--- src/rtl/alu_pkg.sv ---
// Shared ALU definitions: opcodes, flag bit positions and branch condition codes.
// Used by the PSR stage, the condition evaluator and the branch unit.
package alu_pkg;

  localparam logic [7:0] OP_AND  = 8'h01;
  localparam logic [7:0] OP_OR   = 8'h02;
  localparam logic [7:0] OP_XOR  = 8'h03;
  localparam logic [7:0] OP_LSH  = 8'h84;
  localparam logic [7:0] OP_ADD  = 8'h05;
  localparam logic [7:0] OP_ASHU = 8'h86;
  localparam logic [7:0] OP_SUB  = 8'h09;
  localparam logic [7:0] OP_CMP  = 8'h0B;
  localparam logic [7:0] OP_MOV  = 8'h0D;

  localparam int FLAG_C = 0;
  localparam int FLAG_L = 1;
  localparam int FLAG_F = 2;
  localparam int FLAG_Z = 3;
  localparam int FLAG_N = 4;

  localparam logic [3:0] COND_EQ = 4'd0;
  localparam logic [3:0] COND_NE = 4'd1;
  localparam logic [3:0] COND_CS = 4'd2;
  localparam logic [3:0] COND_CC = 4'd3;
  localparam logic [3:0] COND_HI = 4'd4;
  localparam logic [3:0] COND_LS = 4'd5;
  localparam logic [3:0] COND_GT = 4'd6;
  localparam logic [3:0] COND_LE = 4'd7;
  localparam logic [3:0] COND_FS = 4'd8;
  localparam logic [3:0] COND_FC = 4'd9;
  localparam logic [3:0] COND_LO = 4'd10;
  localparam logic [3:0] COND_HS = 4'd11;
  localparam logic [3:0] COND_LT = 4'd12;
  localparam logic [3:0] COND_GE = 4'd13;
  localparam logic [3:0] COND_UC = 4'd14;
  localparam logic [3:0] COND_NV = 4'd15;

endpackage

--- src/rtl/psr_cond_eval.sv ---
// Combinational branch/jump condition evaluation of a 4-bit code against a PSR value.
module psr_cond_eval
  import alu_pkg::*;
#(
  parameter int FLAG_W = 5
) (
  input  logic [FLAG_W-1:0] psr,
  input  logic [3:0]        cond,
  output logic              is_true
);

  always_comb begin
    is_true = 1'b0;
    case (cond)
      COND_EQ: is_true = psr[FLAG_Z];
      COND_NE: is_true = !psr[FLAG_Z];
      COND_CS: is_true = psr[FLAG_C];
      COND_CC: is_true = !psr[FLAG_C];
      COND_HI: is_true = psr[FLAG_L];
      COND_LS: is_true = !psr[FLAG_L];
      COND_GT: is_true = psr[FLAG_N];
      COND_LE: is_true = !psr[FLAG_N];
      COND_FS: is_true = psr[FLAG_F];
      COND_FC: is_true = !psr[FLAG_F];
      COND_LO: is_true = !psr[FLAG_L] && !psr[FLAG_Z];
      COND_HS: is_true = psr[FLAG_L] || psr[FLAG_Z];
      COND_LT: is_true = !psr[FLAG_N] && !psr[FLAG_Z];
      COND_GE: is_true = psr[FLAG_N] || psr[FLAG_Z];
      COND_UC: is_true = 1'b1;
      COND_NV: is_true = 1'b0;
      default: is_true = 1'b0;
    endcase
  end

endmodule

--- src/rtl/psr_flag_unit.sv ---
// Processor status register stage behind the ALU, with registered condition evaluation.
// Optional save/restore shadow register enabled by defining PSR_SHADOW_EN.
module psr_flag_unit
  import alu_pkg::*;
#(
  parameter int                FLAG_W    = 5,
  parameter logic [FLAG_W-1:0] RESET_PSR = '0
) (
  input  logic              clk,
  input  logic              reset,
  input  logic [7:0]        alu_op,
  input  logic [FLAG_W-1:0] alu_flags,
  input  logic              flag_we,
  input  logic              stall,
  input  logic              psr_wr,
  input  logic [FLAG_W-1:0] psr_wdata,
  input  logic              cond_valid,
  input  logic [3:0]        cond,
`ifdef PSR_SHADOW_EN
  input  logic              psr_save,
  input  logic              psr_restore,
`endif
  output logic [FLAG_W-1:0] psr,
  output logic              carry_out,
  output logic              cond_true,
  output logic              cond_done
);

  logic [FLAG_W-1:0] psr_reg;
  logic [FLAG_W-1:0] psr_next;
  logic [FLAG_W-1:0] upd_mask;
  logic [FLAG_W-1:0] alu_merged;
  logic              cond_true_reg;
  logic              cond_done_reg;
  logic              fwd_true;

`ifdef PSR_SHADOW_EN
  logic [FLAG_W-1:0] shadow_reg;
`endif

  always_comb begin
    upd_mask = '0;
    case (alu_op)
      OP_ADD: begin
        upd_mask[FLAG_C] = 1'b1;
        upd_mask[FLAG_Z] = 1'b1;
        upd_mask[FLAG_N] = 1'b1;
      end
      OP_SUB: begin
        upd_mask[FLAG_Z] = 1'b1;
        upd_mask[FLAG_N] = 1'b1;
      end
      OP_AND, OP_OR, OP_XOR, OP_LSH, OP_ASHU: begin
        upd_mask[FLAG_Z] = 1'b1;
      end
      OP_CMP: begin
        upd_mask[FLAG_L] = 1'b1;
        upd_mask[FLAG_F] = 1'b1;
        upd_mask[FLAG_Z] = 1'b1;
        upd_mask[FLAG_N] = 1'b1;
      end
      default: upd_mask = '0;
    endcase
  end

  // A per-bit select keeps don't-care ALU bits (even X) out of the held bits.
  generate
    for (genvar gi = 0; gi < FLAG_W; gi++) begin : g_merge
      assign alu_merged[gi] = upd_mask[gi] ? alu_flags[gi] : psr_reg[gi];
    end
  endgenerate

  // Later assignments take precedence: restore > software write > ALU update.
  always_comb begin
    psr_next = psr_reg;
    if (flag_we) psr_next = alu_merged;
    if (psr_wr)  psr_next = psr_wdata;
`ifdef PSR_SHADOW_EN
    if (psr_restore) psr_next = shadow_reg;
`endif
  end

  // Evaluating on psr_next forwards a same-cycle flag update into the condition.
  psr_cond_eval #(
    .FLAG_W (FLAG_W)
  ) u_cond_eval (
    .psr     (psr_next),
    .cond    (cond),
    .is_true (fwd_true)
  );

  always_ff @(posedge clk) begin
    if (reset) begin
      psr_reg       <= RESET_PSR;
      cond_true_reg <= 1'b0;
      cond_done_reg <= 1'b0;
    end else if (!stall) begin
      psr_reg       <= psr_next;
      cond_done_reg <= cond_valid;
      if (cond_valid) cond_true_reg <= fwd_true;
    end
  end

`ifdef PSR_SHADOW_EN
  // Saves the pre-update PSR, so save+restore in one cycle swaps the two.
  always_ff @(posedge clk) begin
    if (reset) begin
      shadow_reg <= RESET_PSR;
    end else if (!stall && psr_save) begin
      shadow_reg <= psr_reg;
    end
  end
`endif

  assign psr       = psr_reg;
  assign carry_out = psr_reg[FLAG_C];
  assign cond_true = cond_true_reg;
  assign cond_done = cond_done_reg;

endmodule

--- config.mk ---
export PLATFORM = sky130hd
export DESIGN_NAME = psr_flag_unit
export DESIGN_NICKNAME = d
export VERILOG_FILES = /design/src/rtl/alu_pkg.sv /design/src/rtl/psr_cond_eval.sv /design/src/rtl/psr_flag_unit.sv
export SDC_FILE = /design/constraint.sdc
export NUM_CORES = 1
export LEC_CHECK = 0
export BUFFER_PORTS_ARGS = -buffer_cell sky130_fd_sc_hd__buf_2
export CORE_MARGIN = 2
export CORE_UTILIZATION = 41
export CTS_BUF_LIST = sky130_fd_sc_hd__clkbuf_8 sky130_fd_sc_hd__clkbuf_16
export DETAILED_ROUTE_END_ITERATION = 16
export PLACE_DENSITY = 0.8
export SLEW_MARGIN = 0
export SYNTH_ARGS = -nofsm -noshare
export SYNTH_HDL_FRONTEND = slang
export SYNTH_HIERARCHICAL = 1
export SYNTH_SLANG_ARGS = --single-unit
--- constraint.sdc ---
create_clock -name clk -period 2 [get_ports clk]
set_input_delay 0.1 -clock clk [delete_from_list [all_inputs] [get_ports clk]]
set_output_delay 0.1 -clock clk [all_outputs]
set_load 0.005 [all_outputs]
=== After elaboration in Yosys (flattened, before gate mapping) ===
Index checks and enable logic that the tools add are counted.

* $mul: 0
* Bitwise gates (word level): 1
* Div/mod/pow operators: 0
* Equal/unequal tests: 23
* Add/sub/neg operators: 0
* Reduce and logical (&&, ||, !) cells: 13
* Shift operators: 0
* Order comparisons: 0
* Muxes and demuxes: 12

{| class="wikitable"
|+ Operators by type and width
! operator !! number
|-
| $eq A4 B4 Y1 const B || 8
|-
| $eq A4 B3 Y1 const B || 4
|-
| $eq A8 B2 Y1 const B || 2
|-
| $eq A8 B4 Y1 const B || 2
|-
| $eq A8 B8 Y1 const B || 2
|-
| $pmux W1 S16 || 1
|-
| $mux W5 || 2
|-
| $eq A4 B2 Y1 const B || 2
|-
| $eq A8 B1 Y1 const B || 1
|-
| $eq A8 B3 Y1 const B || 1
|-
| $mux W1 || 8
|-
| $reduce_or A8 Y1 || 1
|-
| $logic_not A1 Y1 || 5
|-
| $eq A4 B1 Y1 const B || 1
|-
| $logic_not A4 Y1 || 1
|-
| $reduce_or A3 Y1 || 1
|-
| $logic_and A1 B1 Y1 || 2
|-
| $logic_or A1 B1 Y1 || 2
|-
| $mux W2 || 1
|-
| $reduce_and A2 Y1 || 1
|-
| $not A1 Y1 || 1
|}

* Bits in registers: 7
* Latch bits: 0
* Bits in read-only memories: 0
* Input port bits: 28
* Logic and storage cells: 52
* Output and inout port bits: 8
* RAM bits: 0
* Memories: 0

=== Depth between registers and ports, before layout ===
* Depth after elaboration: 9
* Mapped depth: 10
* Gate-level depth less buffers: 10

=== Hierarchy ===
Netlist, hierarchy kept.

{| class="wikitable"
|+ Modules (own cells, without submodules)
! module !! area an instance (um^2) !! seq. area each (um^2) !! times used !! cells each
|-
| psr_flag_unit || 565.5 || 140.1 || 1 || 71
|-
| psr_cond_eval || 183.9 || 0.0 || 1 || 23
|}

=== Least setup slack after synthesis ===
OpenSTA, ideal clock, no wires.

* Path type: input -> register
* Start point: input port alu_op[5]
* End point: register cond_true_reg, in the netlist cond_true
* Buffers on the path: 0
* Arrival: 1934 ps
* Library setup time: 114 ps
* Slack: -49 ps
* Cell stages on the path: 10
* Required time: 1886 ps
* Path through: nor4b_4 and4_4 or3b_1 nand3_1 nor3b_2 o31ai_1 a211o_1 a221o_1 mux2i_1 nor2_1

* Elaborated cells between the ends (all ways): 31
* Those cells by class: eq/ne (8); mux (12); reduce/logical (11)

{| class="wikitable"
|+ RTL lines
! element !! line !! text
|-
| from (decl) || psr_flag_unit.sv:11 || <nowiki>input logic [7:0] alu_op,</nowiki>
|-
| $eq A8 B4 Y1 * || psr_flag_unit.sv:43 || <nowiki>case (alu_op)</nowiki>
|-
| $mux W2 * || psr_flag_unit.sv:43 ||
|-
| $mux W1 * || psr_flag_unit.sv:69 || <nowiki>assign alu_merged[gi] = upd_mask[gi] ? alu_flags[gi] : psr_reg[gi];</nowiki>
|-
| $mux W5 * || psr_flag_unit.sv:76 || <nowiki>if (flag_we) psr_next = alu_merged;</nowiki>
|-
| $mux W5 * || psr_flag_unit.sv:77 || <nowiki>if (psr_wr) psr_next = psr_wdata;</nowiki>
|-
| named net psr_next[1] || psr_flag_unit.sv:30 || <nowiki>logic [FLAG_W-1:0] psr_next;</nowiki>
|-
| $logic_not A1 Y1 || psr_cond_eval.sv:20, psr_cond_eval.sv:25 ||
|-
| $logic_and A1 B1 Y1 || psr_cond_eval.sv:25 || <nowiki>COND_LO: is_true = !psr[FLAG_L] && !psr[FLAG_Z];</nowiki>
|-
| $pmux W1 S16 * || psr_cond_eval.sv:14 || <nowiki>case (cond)</nowiki>
|-
| named net fwd_true || psr_flag_unit.sv:35 || <nowiki>logic fwd_true;</nowiki>
|-
| to (signal assigned) || psr_flag_unit.sv:100 || <nowiki>if (cond_valid) cond_true_reg <= fwd_true;</nowiki>
|-
| to (decl) || psr_flag_unit.sv:33 || <nowiki>logic cond_true_reg;</nowiki>
|}

Mark *: on every way through the listed nets, which the timed path passes. The rest lies on a longest branch.
A chain may end at the register's enable or synchronous reset.

=== Worst setup path in the final report ===
* Start point: register psr_reg[2], in the netlist psr[2]
* End point: register cond_true_reg, in the netlist cond_true

* Cells in the longest elaborated chain, start to end: 5

{| class="wikitable"
|+ Ends and longest elaborated chain
! element !! line !! text
|-
| from (decl) || psr_flag_unit.sv:29 || <nowiki>logic [FLAG_W-1:0] psr_reg;</nowiki>
|-
| from (signal assigned) || psr_flag_unit.sv:98 || <nowiki>psr_reg <= psr_next;</nowiki>
|-
| $mux W1 || psr_flag_unit.sv:69 ||
|-
| $mux W5 * || psr_flag_unit.sv:76 ||
|-
| $mux W5 * || psr_flag_unit.sv:77 ||
|-
| named net psr_next[2] || psr_flag_unit.sv:30 ||
|-
| $logic_not A1 Y1 || psr_cond_eval.sv:24 || <nowiki>COND_FC: is_true = !psr[FLAG_F];</nowiki>
|-
| $pmux W1 S16 * || psr_cond_eval.sv:14 ||
|-
| named net fwd_true || psr_flag_unit.sv:35 ||
|}

Marked as above.

==> impl_metrics.env <==
export IMPL_tritoncts="done"
export IMPL_drive_above_1_share=0.489
export IMPL_num_fill_cells=138
export IMPL_dp_slack_ns=-0.194
export IMPL_largest_reg_flops=5
export IMPL_avgViaCountPerCell=5.69
export IMPL_via_count=922
export IMPL_clk_latency_ns=0.23
export IMPL_dr_pass1_iters=6
export IMPL_maxCapViolations=0
export IMPL_crit_required_ns=2.12
export IMPL_ys_seq_area_frac=0.187
export IMPL_hold_class="in -> reg"
export IMPL_die_h_um=46.8
export IMPL_port_buffers=35
export IMPL_drt_iter0_drc=16
export IMPL_htree_levels=1
export IMPL_routed_wl_mm=2.35
export IMPL_critPathBufInv=0
export IMPL_finalSetupViolCount=0
export IMPL_antennaDiodeCount=0
export IMPL_drcViolationCount=0
export IMPL_ys_warn_count=6
export IMPL_clkTransAtPathRegs_ns=0.04
export IMPL_cp_data_arrival_time_ns=2.06
export IMPL_synth_largest_area_cell="dfxtp_1"
export IMPL_min_period_ns=1.94
export IMPL_antenna_found_initial=0
export IMPL_tns_ns=0
export IMPL_crit_family="simple AND/OR/NAND/NOR gates"
export IMPL_clockBufferDepth=2
export IMPL_path_cells="or3b_1 > nand3_2 > nor2b_2 > o31ai_1 > a211o_1 > a221o_1 > mux2i_1 > nor2_1"
export IMPL_synthCells=94
export IMPL_start_util=0.434
export IMPL_outcome="finished clean"
export IMPL_cts_root_buf="clkbuf_8"
export IMPL_die_x_um=46.8
export IMPL_synth_top_cell_area_share=0.187
export IMPL_nets=166
export IMPL_syn_mean_instance_area_sq_um=7.97
export IMPL_peakVddDrop_mv=0.336
export IMPL_cp_slowest_cell="or3b_1"
export IMPL_hpwl_mm=1.67
export IMPL_layout_setup_ws_ns=0.0605
export IMPL_cpPeakStageDelay_ns=0.41
export IMPL_die_area_sq_um=2190
export IMPL_num_rows=15
export IMPL_gp_congestion=0.816
export IMPL_grt_util_all_layers=0.224
export IMPL_period_share=0.970
export IMPL_core_area_sq_um=1730
export IMPL_synth_area_leaders="dfxtp_1, mux2i_1, a31oi_1, nor2b_1, nand3_1"
export IMPL_cts_made_buffers=3
export IMPL_drv_slew=0
export IMPL_syn_nets=122
export IMPL_tightest_slew_ns=0.296
export IMPL_path_class="reg -> reg"
export IMPL_layout_commonest_cell="buf_2"
export IMPL_grt_start_max_net_pins=18
export IMPL_startpoint_type="register"
export IMPL_grt_remaining_overflow=0
export IMPL_synth_seq_cells=7
export IMPL_post_route_util=0.676
export IMPL_postRouteAntennaNets=0
export IMPL_fin_skew_ns=0.00423
export IMPL_holdBufCountCts=0
export IMPL_relSlewSlack=0.800
export IMPL_max_freq_mhz=516
export IMPL_ios=36
export IMPL_grt_pass1_wl_mm=3.44
export IMPL_p_leak_nw=0.518
export IMPL_synth_cell_type_count=40
export IMPL_worstSetupEndpointType="register"
export IMPL_cts_sinks=7
export IMPL_routedWlPerCell_um=14.5
export IMPL_grt_pass1_vias=834
export IMPL_hold_viol=0
export IMPL_area_growth_pct=55.8
export IMPL_p_per_area_nw_per_um2=463
export IMPL_critPathMaxFanout=3
export IMPL_layout_common_cells="buf_2, buf_4, nand2_1"
export IMPL_synth_area_sq_um=749
## per-stage QoR
| stage | hold slack (ns) | power [W] | std cells | cell area [sq um] |
|---|---|---|---|---|
| 5_1_grt | 0.163 | 0.000566 | 162 | 1170 |
| 2_1_floorplan | 0.169 | 0.000243 | 94 | 768 |
| 3_3_place_gp | 0.387 | 0.000305 | 157 | 1000 |
| 6_report | 0.150 | 0.000540 | 162 | 1170 |
| 3_5_place_dp | 0.393 | 0.000311 | 157 | 1000 |
| 4_1_cts | 0.156 | 0.000513 | 161 | 1050 |
## synthesized netlist by cell type
cell type	count
nand2_1	8
or4b_1	2
nor3_1	1
a21oi_1	4
o22a_2	1
nand2b_1	4
and3_1	1
nor3b_2	1
o211ai_1	1
buf_4	1
nand3b_1	3
o211ai_2	1
nor2_1	4
dfxtp_1	7
a31oi_1	6
xnor2_1	1
nor3b_1	1
o311ai_1	1
mux2i_1	4
inv_1	1
nand3_1	6
a211o_1	2
and2b_1	2
clkbuf_1	2
a22oi_1	3
o21ai_0	5
a211oi_1	1
nor4b_4	1
buf_6	1
or2b_2	1
or3b_1	3
nor4b_1	2
mux2_2	1
nor2b_1	5
or2_0	1
o32ai_1	1
nor4bb_1	1
a221o_1	1
o31ai_1	1
and4_4	1
## per-layer routing
metal,routed length [um],GRT usage,up-vias
li1,-,-,452
met1,995,0.279,441
met2,1250,0.383,27
met3,99,0.0346,2
met4,9,0.0944,0
met5,0,0,-
## kinds of logic (layout without fill, tap and decap cells)
| kind of cell | count (synthesis) | after routing | synth area share |
|---|---|---|---|
| DFF | 7 | 7 | 0.187 |
| AOI/OAI and AO/OA | 28 | 28 | 0.260 |
| muxes | 5 | 5 | 0.0684 |
| buffers and inverters | 5 | 48 | 0.0401 |
| and+or+nand+nor | 48 | 48 | 0.432 |
| xor gates and xnor gates | 1 | 1 | 0.0117 |
## report_power, final
| group | internal, W | total [W] | leakage, nW | switching (W) |
|---|---|---|---|---|
| clock network | 0.000134 | 0.000204 | 0.0269 | 0.0000702 |
| logic | 0.0000904 | 0.000181 | 0.434 | 0.0000909 |
| registers | 0.000148 | 0.000155 | 0.0574 | 0.00000665 |
| total | 0.000372 | 0.000540 | 0.518 | 0.000168 |
## path summary, 6_finish.rpt
path                                start         to  slack, ns  cells after the start
worst max-delay path               psr[2]  cond_true       0.06                      8
worst min-delay path                reset  cond_true       0.15                      2
worst max register to register     psr[2]  cond_true       0.06                      8
worst min register to register  cond_done  cond_done       0.49                      2
## repair_timing
item	4_1_cts	5_1_grt
setup endpoints to repair	0	1
buffers inserted	0	1
endpoints found under the hold margin	0	0
gates resized for setup	0	21
## cell type report
type	instances	area (sq um)	share of cell area
Clock buffer	3	41.3	0.0354
Timing Repair Buffer	43	244	0.209
Inverter	1	3.75	0.00322
Multi-Input combinational cell	82	703	0.602
Tap cell	25	31.3	0.0268
Clock inverter	1	3.75	0.00322
Sequential cell	7	140	0.120
(Power assumes the default switching activity.)
